===== config.mk =====
export PLATFORM = sky130hd
export DESIGN_NAME = pipeline_flow_ctrl
export DESIGN_NICKNAME = d
export VERILOG_FILES = /design/src/rtl/pipeline_flow_ctrl.sv
export SDC_FILE = /design/constraint.sdc
export NUM_CORES = 1
export LEC_CHECK = 0
export ABC_AREA = 1
export ABC_CLOCK_PERIOD_IN_PS = 2800
export CORE_AREA = 2 2 102 124
export DETAILED_ROUTE_END_ITERATION = 6
export DIE_AREA = 0 0 104 126
export HOLD_SLACK_MARGIN = 0.1
export SKIP_CTS_REPAIR_TIMING = 1
export SYNTH_ARGS = -nofsm -noshare
export SYNTH_HDL_FRONTEND = slang
export SYNTH_SLANG_ARGS = --single-unit

===== constraint.sdc =====
create_clock -name clk -period 2.8 [get_ports clk]
set_clock_uncertainty 0.15 [all_clocks]
set_input_delay 0.42 -clock clk [delete_from_list [all_inputs] [get_ports clk]]
set_output_delay 0.42 -clock clk [all_outputs]
set_load 0.1 [all_outputs]

===== src/rtl/pipeline_flow_ctrl.sv =====
// rtl/pipeline_flow_ctrl.sv - hazard/flow controller driving per-stage cond for IF/ID/EX/ME/WB
module pipeline_flow_ctrl #(
  parameter int MD_TIMEOUT = 40,
  parameter int CNT_W      = 32
) (
  input  logic             clk,
  input  logic             reset,
  input  logic [6:0]       id_raddr1,
  input  logic [6:0]       id_raddr2,
  input  logic [6:0]       ex_waddr,
  input  logic [6:0]       me_waddr,
  input  logic [6:0]       wb_waddr,
  input  logic             mult_div_stall,
  input  logic             cal_finish,
  input  logic             overflow_stall,
  output logic [1:0]       cond_if,
  output logic [1:0]       cond_id,
  output logic [1:0]       cond_ex,
  output logic [1:0]       cond_me,
  output logic [1:0]       cond_wb,
  output logic             md_timeout,
  output logic [CNT_W-1:0] stall_cycles
);

  // Stage cond encoding shared with the pipeline parts.
  localparam logic [1:0] COND_FLOW  = 2'd0;
  localparam logic [1:0] COND_STALL = 2'd1;
  localparam logic [1:0] COND_ZERO  = 2'd2;

  // Timer only has to reach MD_TIMEOUT-1.
  localparam int TIMER_W = (MD_TIMEOUT > 1) ? $clog2(MD_TIMEOUT) : 1;
  localparam logic [TIMER_W-1:0] TIMER_LAST = TIMER_W'(MD_TIMEOUT - 1);
  localparam logic [TIMER_W-1:0] TIMER_ONE  = TIMER_W'(1);
  localparam logic [CNT_W-1:0]   CNT_ONE    = CNT_W'(1);

  typedef enum logic [1:0] {
    ST_IDLE    = 2'd0,
    ST_MD_BUSY = 2'd1,
    ST_MD_DONE = 2'd2
  } md_state_t;

  md_state_t          state;
  md_state_t          state_next;
  logic [TIMER_W-1:0] timer;
  logic [TIMER_W-1:0] timer_next;
  logic               timeout_set;
  logic               raw_any;
  logic               md_hold;

  // A read target collides with a write target when both are valid and
  // name the same non-zero register (GPR0 is hardwired and never hazards).
  function automatic logic raw_hit(input logic [6:0] raddr, input logic [6:0] waddr);
    return raddr[6] & waddr[6] & (raddr[5:0] == waddr[5:0]) & (raddr[5:0] != 6'd0);
  endfunction

  // No forwarding paths: any in-flight writer of an ID source is a hazard.
  always_comb begin
    raw_any = raw_hit(id_raddr1, ex_waddr) | raw_hit(id_raddr1, me_waddr) |
              raw_hit(id_raddr1, wb_waddr) | raw_hit(id_raddr2, ex_waddr) |
              raw_hit(id_raddr2, me_waddr) | raw_hit(id_raddr2, wb_waddr);
  end

  // Front end must hold while the calculator is busy, including the very
  // first cycle a mult/div shows up without an immediate result.
  always_comb begin
    md_hold = (state == ST_MD_BUSY) ||
              ((state == ST_IDLE) && mult_div_stall && !cal_finish);
  end

  // Mult/div tracking FSM: next state, timer and timeout detection.
  always_comb begin
    state_next  = state;
    timer_next  = timer;
    timeout_set = 1'b0;
    case (state)
      ST_IDLE: begin
        // An overflowing EX instruction is squashed, so it never starts a mult/div.
        if (!overflow_stall && mult_div_stall) begin
          state_next = cal_finish ? ST_MD_DONE : ST_MD_BUSY;
        end
      end
      ST_MD_BUSY: begin
        if (overflow_stall) begin
          state_next = ST_IDLE;
          timer_next = '0;
        end else if (cal_finish) begin
          state_next = ST_MD_DONE;
          timer_next = '0;
        end else if (timer == TIMER_LAST) begin
          state_next  = ST_MD_DONE;
          timer_next  = '0;
          timeout_set = 1'b1;
        end else begin
          timer_next = timer + TIMER_ONE;
        end
      end
      ST_MD_DONE: begin
        state_next = ST_IDLE;
      end
      default: begin
        state_next = ST_IDLE;
        timer_next = '0;
      end
    endcase
  end

  // FSM state and timer registers.
  always_ff @(posedge clk or posedge reset) begin
    if (reset) begin
      state <= ST_IDLE;
      timer <= '0;
    end else begin
      state <= state_next;
      timer <= timer_next;
    end
  end

  // Sticky timeout flag; only reset clears it.
  always_ff @(posedge clk or posedge reset) begin
    if (reset) begin
      md_timeout <= 1'b0;
    end else if (timeout_set) begin
      md_timeout <= 1'b1;
    end
  end

  // Per-stage cond, first matching rule wins.
  always_comb begin
    cond_if = COND_FLOW;
    cond_id = COND_FLOW;
    cond_ex = COND_FLOW;
    cond_me = COND_FLOW;
    cond_wb = COND_FLOW;
    if (reset) begin
      cond_if = COND_ZERO;
      cond_id = COND_ZERO;
      cond_ex = COND_ZERO;
      cond_me = COND_ZERO;
      cond_wb = COND_ZERO;
    end else if (overflow_stall) begin
      // Squash EX; ME receives the bubble, older stages drain.
      cond_if = COND_STALL;
      cond_id = COND_STALL;
      cond_ex = COND_ZERO;
    end else if (md_hold) begin
      // EX keeps the mult/div; ME gets a bubble, WB drains.
      cond_if = COND_STALL;
      cond_id = COND_STALL;
      cond_ex = COND_STALL;
      cond_me = COND_ZERO;
    end else if (raw_any) begin
      // Hold IF, push a bubble into EX while the writer retires.
      cond_if = COND_STALL;
      cond_id = COND_ZERO;
    end
  end

  // Saturating count of cycles where fetch did not advance.
  always_ff @(posedge clk or posedge reset) begin
    if (reset) begin
      stall_cycles <= '0;
    end else if ((cond_if != COND_FLOW) && (stall_cycles != '1)) begin
      stall_cycles <= stall_cycles + CNT_ONE;
    end
  end

endmodule


---- Word-level counts from Yosys, hierarchy flattened ----
Cells that the tools add are included.
cells by class
  bitwise logic cells ..................... 23
  multiplexer cells ....................... 29
  equal/unequal tests ..................... 12
  add/subtract/negate cells ............... 2
  reduce and logical (&&, ||, !) cells .... 13
operators by type and width
  operator                                               count
  equality test 6 bit                                    6
  adder 32 x 1 -> 32 bit, second input constant          1
  2-to-1 mux 2 bit                                       16
  inequality test 32 bit, second input constant          1
  bitwise AND 1 bit                                      18
  2-to-1 mux 6 bit                                       3
  case mux 6 bit (2 select lines)                        1
  nonzero test 6 bit                                     2
  2-to-1 mux 1 bit                                       8
  adder 6 x 1 -> 6 bit, second input constant            1
  equality test 6 bit, second input constant             1
  OR 1 bit                                               5
  logical AND 1 bit                                      4
  inequality test 4 x 3 -> 1 bit, second input constant  1
  case mux 2 bit (2 select lines)                        1
  equality test 2 x 1 -> 1 bit, second input constant    1
  equality test 2 bit, second input constant             1
  logical NOT 1 bit                                      2
  logical NOT 2 bit                                      1
  inequality test 2 x 1 -> 1 bit, second input constant  1
  AND reduction 2 bit                                    1
  nonzero test 2 bit                                     1
  OR reduction 2 bit                                     1
  logical OR 1 bit                                       1
word-level totals
  output and inout bits ................... 43
  bits of input ports ..................... 40
  logic and storage cells ................. 83
  bits in registers ....................... 41

---- Depth between registers and ports, before layout ----
Gate-level depths: netlist of the first run.
  depth after elaboration ................. 14
  mapped depth ............................ 14
  mapped depth without buffers ............ 13

---- Least setup slack after synthesis of the first run ----
No wires, ideal clock.
  path kind ............................... input -> output
  start point ............................. in reset
  end point ............................... out cond_id[0]
  required time ........................... 2.230 ns
  path slack .............................. -0.060 ns
  stages .................................. 3
  buffers on the path ..................... 0
  data arrival time ....................... 2.290 ns
  cell sequence ........................... inv_1 o21ai_0 inv_1
between the ends
  word-level cells in the longest chain between the ends .. 1
ends and longest elaborated chain
  element           line  RTL
  from (decl)       7     input logic reset,
  2-to-1 mux 2 bit  134   if (reset) begin
  to (decl)         17    output logic [1:0] cond_id,
No other way between the ends.

---- Worst setup path after layout of the first run ----
  start point ............................. in id_raddr1[0]
  end point ............................... out cond_id[1]
between the ends
  word-level cells in the longest chain between the ends .. 12
  elaborated cells on any way between the ends .. 19
  those cells by class .................... 3 x eq/ne; 4 x mux; 11 x bitwise; 1 x reduce/logical
ends and longest elaborated chain
  element                          line  RTL
  from (decl)                      8     input logic [6:0] id_raddr1,
  equality test 6 bit              53    return raddr[6] & waddr[6] & (raddr[5:0] == waddr[5:0]) & (raddr[5:0] != 6'd0);
  bitwise AND 1 bit (2 in series)  53
  OR 1 bit                         58    raw_any = raw_hit(id_raddr1, ex_waddr) | raw_hit(id_raddr1, me_waddr) |
  OR 1 bit (*)                     58
  OR 1 bit (*) (2 in series)       59    raw_hit(id_raddr1, wb_waddr) | raw_hit(id_raddr2, ex_waddr) |
  OR 1 bit (*)                     60    raw_hit(id_raddr2, me_waddr) | raw_hit(id_raddr2, wb_waddr);
  2-to-1 mux 2 bit (*)             151   end else if (raw_any) begin
  2-to-1 mux 2 bit (*)             145   end else if (md_hold) begin
  2-to-1 mux 2 bit (*)             140   end else if (overflow_stall) begin
  2-to-1 mux 2 bit (*)             134
Mark *: on every way between the ends. The rest lies on a longest branch, timed or not.

==> reports/qor.csv, run 1 <==
metric,value,unit
Synth Area in Adders,0.00766,
critical path class,input port to output port,
Total GRT Usage,0.152,
post-synthesis mux area share,0,
"Req. time, crit path",2.23,ns
Setup crit end kind,output port,
Worst Tran Pin Value,0.549,ns
main flop type after synthesis,dfrtp_1,
fraction of the yosys area taken by sequential cells,0.314,
"antenna viol nets, final",0,
MaxCap Viol Count,0,
Arrival @ worst endpoint,2.09,ns
most instantiated cells after synthesis,"191 x nand2_1, 60 x inv_1, 49 x nand3_1",
H-tree levels,2,
fin crit share,0.950,
Buf/Inv on CP,4,
Yosys warnings,0,
XOR/XNOR Fraction of Synth Area,0.105,
mapped cell area,0.00327,mm^2
Max Slew Vio Count,0,
# DRC,0,
DR iter-0 viols,183,
crit path cell chain,clkdlybuf4s50_1 -> inv_1 -> nand2_1 -> nand3_1 -> nor2_1 -> nand3_1 -> nand3_1 -> nand2_1 -> nand2_1 -> o21ai_0 -> inv_1 -> buf_12,
Post-DP Area,0.00426,mm^2
DIE AREA,0.0131,mm^2
core area,0.0119,mm^2
cell count after synthesis,511,
root buf cell,clkbuf_16,
Lkg Pwr,2.23,nW
RSZ-0062 raised after global routing,false,
nets,636,
"Setup violations, final",0,
post-route cell area,0.00441,mm^2
number of synthesized flops with an enable pin,0,
GRT overflow,0,
"area leader, netlist",dfrtp_1,
clock tree buffer depth,2,
initial antenna violation count,0,
Ports,83,
"count leader, synth",nand2_1,
largest net degree at the start of global routing,42,
fmax,0.376,GHz
crit-path max cell delay,0.58,ns
port bufs,80,
CTS tree,done,
share of cells above drive strength 1,0.113,
Seq cells post-synth,41,
Compound-Gate Fraction of Synth Area,0.0467,
die height,126,um
power consumption,2.50,mW
CTS Buf Count,5,
clock latency on the worst-skew pair,0.28,ns
power per cell area,568,mW/mm^2
status,completed,
worst rel slew slack,0.632,
main combinational cell family by area after synthesis,simple AND/OR/NAND/NOR gates,
"Max stage delay cell, worst path",clkdlybuf4s50_1,
vias in the first global route,3404,
Detailed Place HPWL,8.02,mm
first-pass GRT wire length,16.6,mm
TNS Setup,0,ns
Layout area overhead,35.0,%
syn avg cell area,6.40,um^2
top cell family by delay on the critical path,buffers and inverters,
Min-Delay Path Class,flop to flop,
clock slew at reported path FFs,0.06,ns
maximum VDD drop,0.000976,V
DR WL/cell,13.1,um
# rows,44,
top cell type's share of synthesized area,0.314,
Initial Utilization,0.275,
Num Clock Sinks,41,
top post-synthesis cells by area,"dfrtp_1 31%, nand2_1 22%, xor2_1 7.8%, nand3_1 7.5%, inv_1 6.9%",
Ant. Diodes,0,
die span in x,104,um
Startpoint Class,input port,
Via density,4.62,
"Hold Vio Cnt, Final",0,
final WL,9.91,mm
simple-gate share of the synthesized area,0.425,
DR vias,3489,
Final Core Density,0.371,
final RePlAce weighted congestion,0.898,
worst-path fanout max,5,
DR pass1 iterations,5,
min cycle time layout,2.66,ns
ys async rst share,1.00,
Synth cell types,30,
==> state kept, by name (all words and copies together) (netlist names) <==
name,cells
md_timeout,1
stall_cycles,32
state,2
timer,6
==> stage by stage <==
stage | hold slack [ns] | setup WS [ns] | std cells
6_report | 0.327 | 0.140 | 756
3_3_place_gp | 0.297 | 0.0406 | 748
2_1_floorplan | 0.279 | 0.159 | 512
4_1_cts | 0.325 | 0.0930 | 756
3_5_place_dp | 0.309 | 0.0928 | 748
5_1_grt | 0.331 | 0.00758 | 756
==> power by group <==
part | leakage [nW] | internal, mW | switching (mW)
logic | 1.60 | 0.342 | 0.842
clock network | 0.0652 | 0.332 | 0.217
registers | 0.560 | 0.668 | 0.102
total | 2.23 | 1.34 | 1.16
==> worst paths after layout <==
path	startpoint	endpoint	slack [ns]	cells after the start
max	id_raddr1[0]	cond_id[1]	0.14	12
min	md_timeout	md_timeout	0.33	1
max reg2reg	stall_cycles[0]	stall_cycles[14]	0.53	10
min reg2reg	md_timeout	md_timeout	0.33	1
max in group asynchronous	reset	stall_cycles[20]	1.53	3
min in group asynchronous	reset	state[0]	0.61	3
==> final cells by class <==
type	count	area, um^2
fill	1294	7480
multi-input combinational	394	1920
sequential	41	1030
timing repair buffer	89	886
inverter	63	240
tap	161	201
clock buffer	8	136
==> layer usage <==
| metal | vias up | wire length (um) | track usage |
|---|---|---|---|
| li1 | 1785 | - | - |
| met1 | 1586 | 4400 | 0.199 |
| met2 | 100 | 4850 | 0.261 |
| met3 | 18 | 452 | 0.0223 |
| met4 | 0 | 209 | 0.0461 |
| met5 | - | 0 | 0 |
==> cell usage in the layout (no fill, tap or decap), types with 5 or more instances in the layout <==
cell / Yosys / final
a21oi_1: 8 / 8
buf_12: 0 / 9
buf_4: 8 / 41
clkbuf_16: 0 / 5
clkdlybuf4s50_1: 0 / 36
dfrtp_1: 41 / 41
inv_1: 60 / 59
nand2_1: 191 / 191
nand3_1: 49 / 49
nand4_1: 7 / 7
nor2_1: 45 / 45
nor3_1: 16 / 16
nor4_1: 8 / 7
o21ai_0: 9 / 9
o22ai_1: 6 / 6
xnor2_1: 10 / 10
xor2_1: 29 / 29
==> kinds of logic after synthesis <==
kind of cell,count (synthesis)
simple gates,324
buf+inv,77
flops,41
xor+xnor,39
compound gates,27
fa+ha+maj,2
other cells,1
Note: power is estimated with default switching activity, not from simulation.
==> run 2: changes to the inputs <==
--- a/config.mk
+++ b/config.mk
@@ -7,10 +7,11 @@
 export LEC_CHECK = 0
 export ABC_AREA = 1
 export ABC_CLOCK_PERIOD_IN_PS = 2800
-export CORE_AREA = 2 2 102 124
+export CORE_AREA = 2 2 77 94
 export DETAILED_ROUTE_END_ITERATION = 6
-export DIE_AREA = 0 0 104 126
+export DIE_AREA = 0 0 79 96
 export HOLD_SLACK_MARGIN = 0.1
+export PLACE_DENSITY = 0.8
 export SKIP_CTS_REPAIR_TIMING = 1
 export SYNTH_ARGS = -nofsm -noshare
 export SYNTH_HDL_FRONTEND = slang
==> constraint.sdc (replaced) <==
create_clock -name clk -period 2.8 [get_ports clk]
set_clock_uncertainty 0.15 [all_clocks]
set_input_delay 0.56 -clock clk [delete_from_list [all_inputs] [get_ports clk]]
set_output_delay 0.56 -clock clk [all_outputs]
set_load 0.1 [all_outputs]
==> run 2 against run 1 <==
Effect of this change: sequential power down 1%; largest power group unchanged; combinational power about the same; die area down 42%.
==> reports/qor.csv, run 2 (synthesized netlist as in run 1, its figures left out) <==
metric,value,unit
worst-path fanout max,3,
top cell family by delay on the critical path,buffers and inverters,
crit-path max cell delay,0.48,ns
DR iter-0 viols,150,
port bufs,80,
CTS tree,done,
worst rel slew slack,0.640,
"Max stage delay cell, worst path",clkdlybuf4s50_1,
first-pass GRT wire length,15.7,mm
DIE AREA,0.00758,mm^2
CTS Buf Count,5,
crit path cell chain,clkdlybuf4s50_1 -> nand2_1 -> a21oi_2 -> nand2_1 -> nor2_2 -> nand2_1 -> nand3_1 -> nand2_1 -> nand2_1 -> o21ai_2 -> inv_2 -> buf_12,
nets,639,
most frequent cells in the layout,"190 x nand2_1, 53 x inv_1, 49 x nand3_1, 44 x nor2_1, 43 x buf_4",
Worst Tran Pin Value,0.534,ns
maximum VDD drop,0.000865,V
power per cell area,552,mW/mm^2
Total GRT Usage,0.261,
# DRC,0,
Reg-to-Reg Start,stall_cycles[1],
"most common cell after layout, fill and taps aside",nand2_1,
vias in the first global route,3384,
"antenna viol nets, final",0,
status,completed,
Layout area overhead,35.4,%
share of cells above drive strength 1,0.142,
Post-DP Area,0.00420,mm^2
Ant. Diodes,0,
Num Clock Sinks,41,
final WL,9.83,mm
Min-Delay Path Class,flop to flop,
core area,0.00669,mm^2
Startpoint Class,input port,
# rows,33,
clock latency on the worst-skew pair,0.29,ns
DR WL/cell,14.3,um
GRT overflow,0,
cell total after placement,677,
"Hold Vio Cnt, Final",0,
max FFs per register,32,
Largest Register,stall_cycles,
Largest regs,"stall_cycles (32), timer (6), state (2)",
die height,96,um
"Req. time, crit path",2.09,ns
clock slew at reported path FFs,0.08,ns
Lkg Pwr,2.51,nW
MaxCap Viol Count,0,
H-tree levels,2,
root buf cell,clkbuf_8,
DR vias,3603,
initial antenna violation count,0,
clock tree buffer depth,2,
critical path class,input port to output port,
largest net degree at the start of global routing,33,
Arrival @ worst endpoint,2.07,ns
Initial Utilization,0.489,
die span in x,79,um
Detailed Place HPWL,7.73,mm
fin crit share,0.993,
Setup crit end kind,output port,
fmax,0.360,GHz
min cycle time layout,2.78,ns
Worst setup startpoint,wb_waddr[6],
Ports,83,
"Setup violations, final",0,
Max Slew Vio Count,0,
Hold Startpoint,md_timeout,
Final Non-Filler Cells,685,
Buf/Inv on CP,3,
post-route cell area,0.00443,mm^2
crit-path most repeated cell,nand2_1,
DR pass1 iterations,4,
Via density,5.26,
# fillers,611,
final RePlAce weighted congestion,0.924,
## run 2: cell count changes in the layout (fill, tap and decap cells not counted), sizes merged
cell	change
buf	+3
bufinv	+1
clkbuf	-3
clkdlybuf4s50	-30
clkinv	+1
dlymetal6s2s	+30
inv	+1
## run 2: cell type report
class                   count  area (um^2)  share of cell area
multi-input cells         394         1940               0.439
flip-flops and latches     41         1030               0.232
repair buffers             92          996               0.225
inverters                  63          240              0.0543
well taps                  87          109              0.0246
clock buffers               5         68.8              0.0155
clock inverters             3         43.8             0.00990
## run 2: metal layers
metal  global-route usage  wire, um
met5                    0         0
met4               0.0819       256
met3               0.0385       464
met2                0.499      5210
met1                0.297      3900
## run 2: where the power goes
group	switching, mW	internal [mW]	leakage (nW)	total (mW)
Combinational	0.845	0.347	1.89	1.19
Sequential	0.0956	0.667	0.560	0.762
Clock	0.220	0.267	0.0585	0.487
## run 2: final timing paths
path                               endpoint  slack [ns]  depth (start not counted)
hold / removal                   md_timeout        0.31                          1
setup reg to reg           stall_cycles[17]        0.49                         10
hold reg to reg                  md_timeout        0.31                          1
max in group asynchronous  stall_cycles[30]        1.64                          3
setup / recovery                 cond_id[1]        0.02                         12
min in group asynchronous  stall_cycles[25]        0.63                          3
## run 2: through the flow
stage	TNS [ns]	hold WS (ns)	power [mW]	setup WS (ns)	util
after detailed placement	-0.271	0.300	1.97	-0.193	0.628
after CTS	-0.284	0.319	2.46	-0.201	0.645
final	0	0.315	2.44	0.0205	0.662
after floorplan	-0.0152	0.320	1.62	-0.00762	-
after global placement	-0.414	0.294	1.95	-0.269	0.628
after global routing	-0.0221	0.335	2.56	-0.0123	0.662
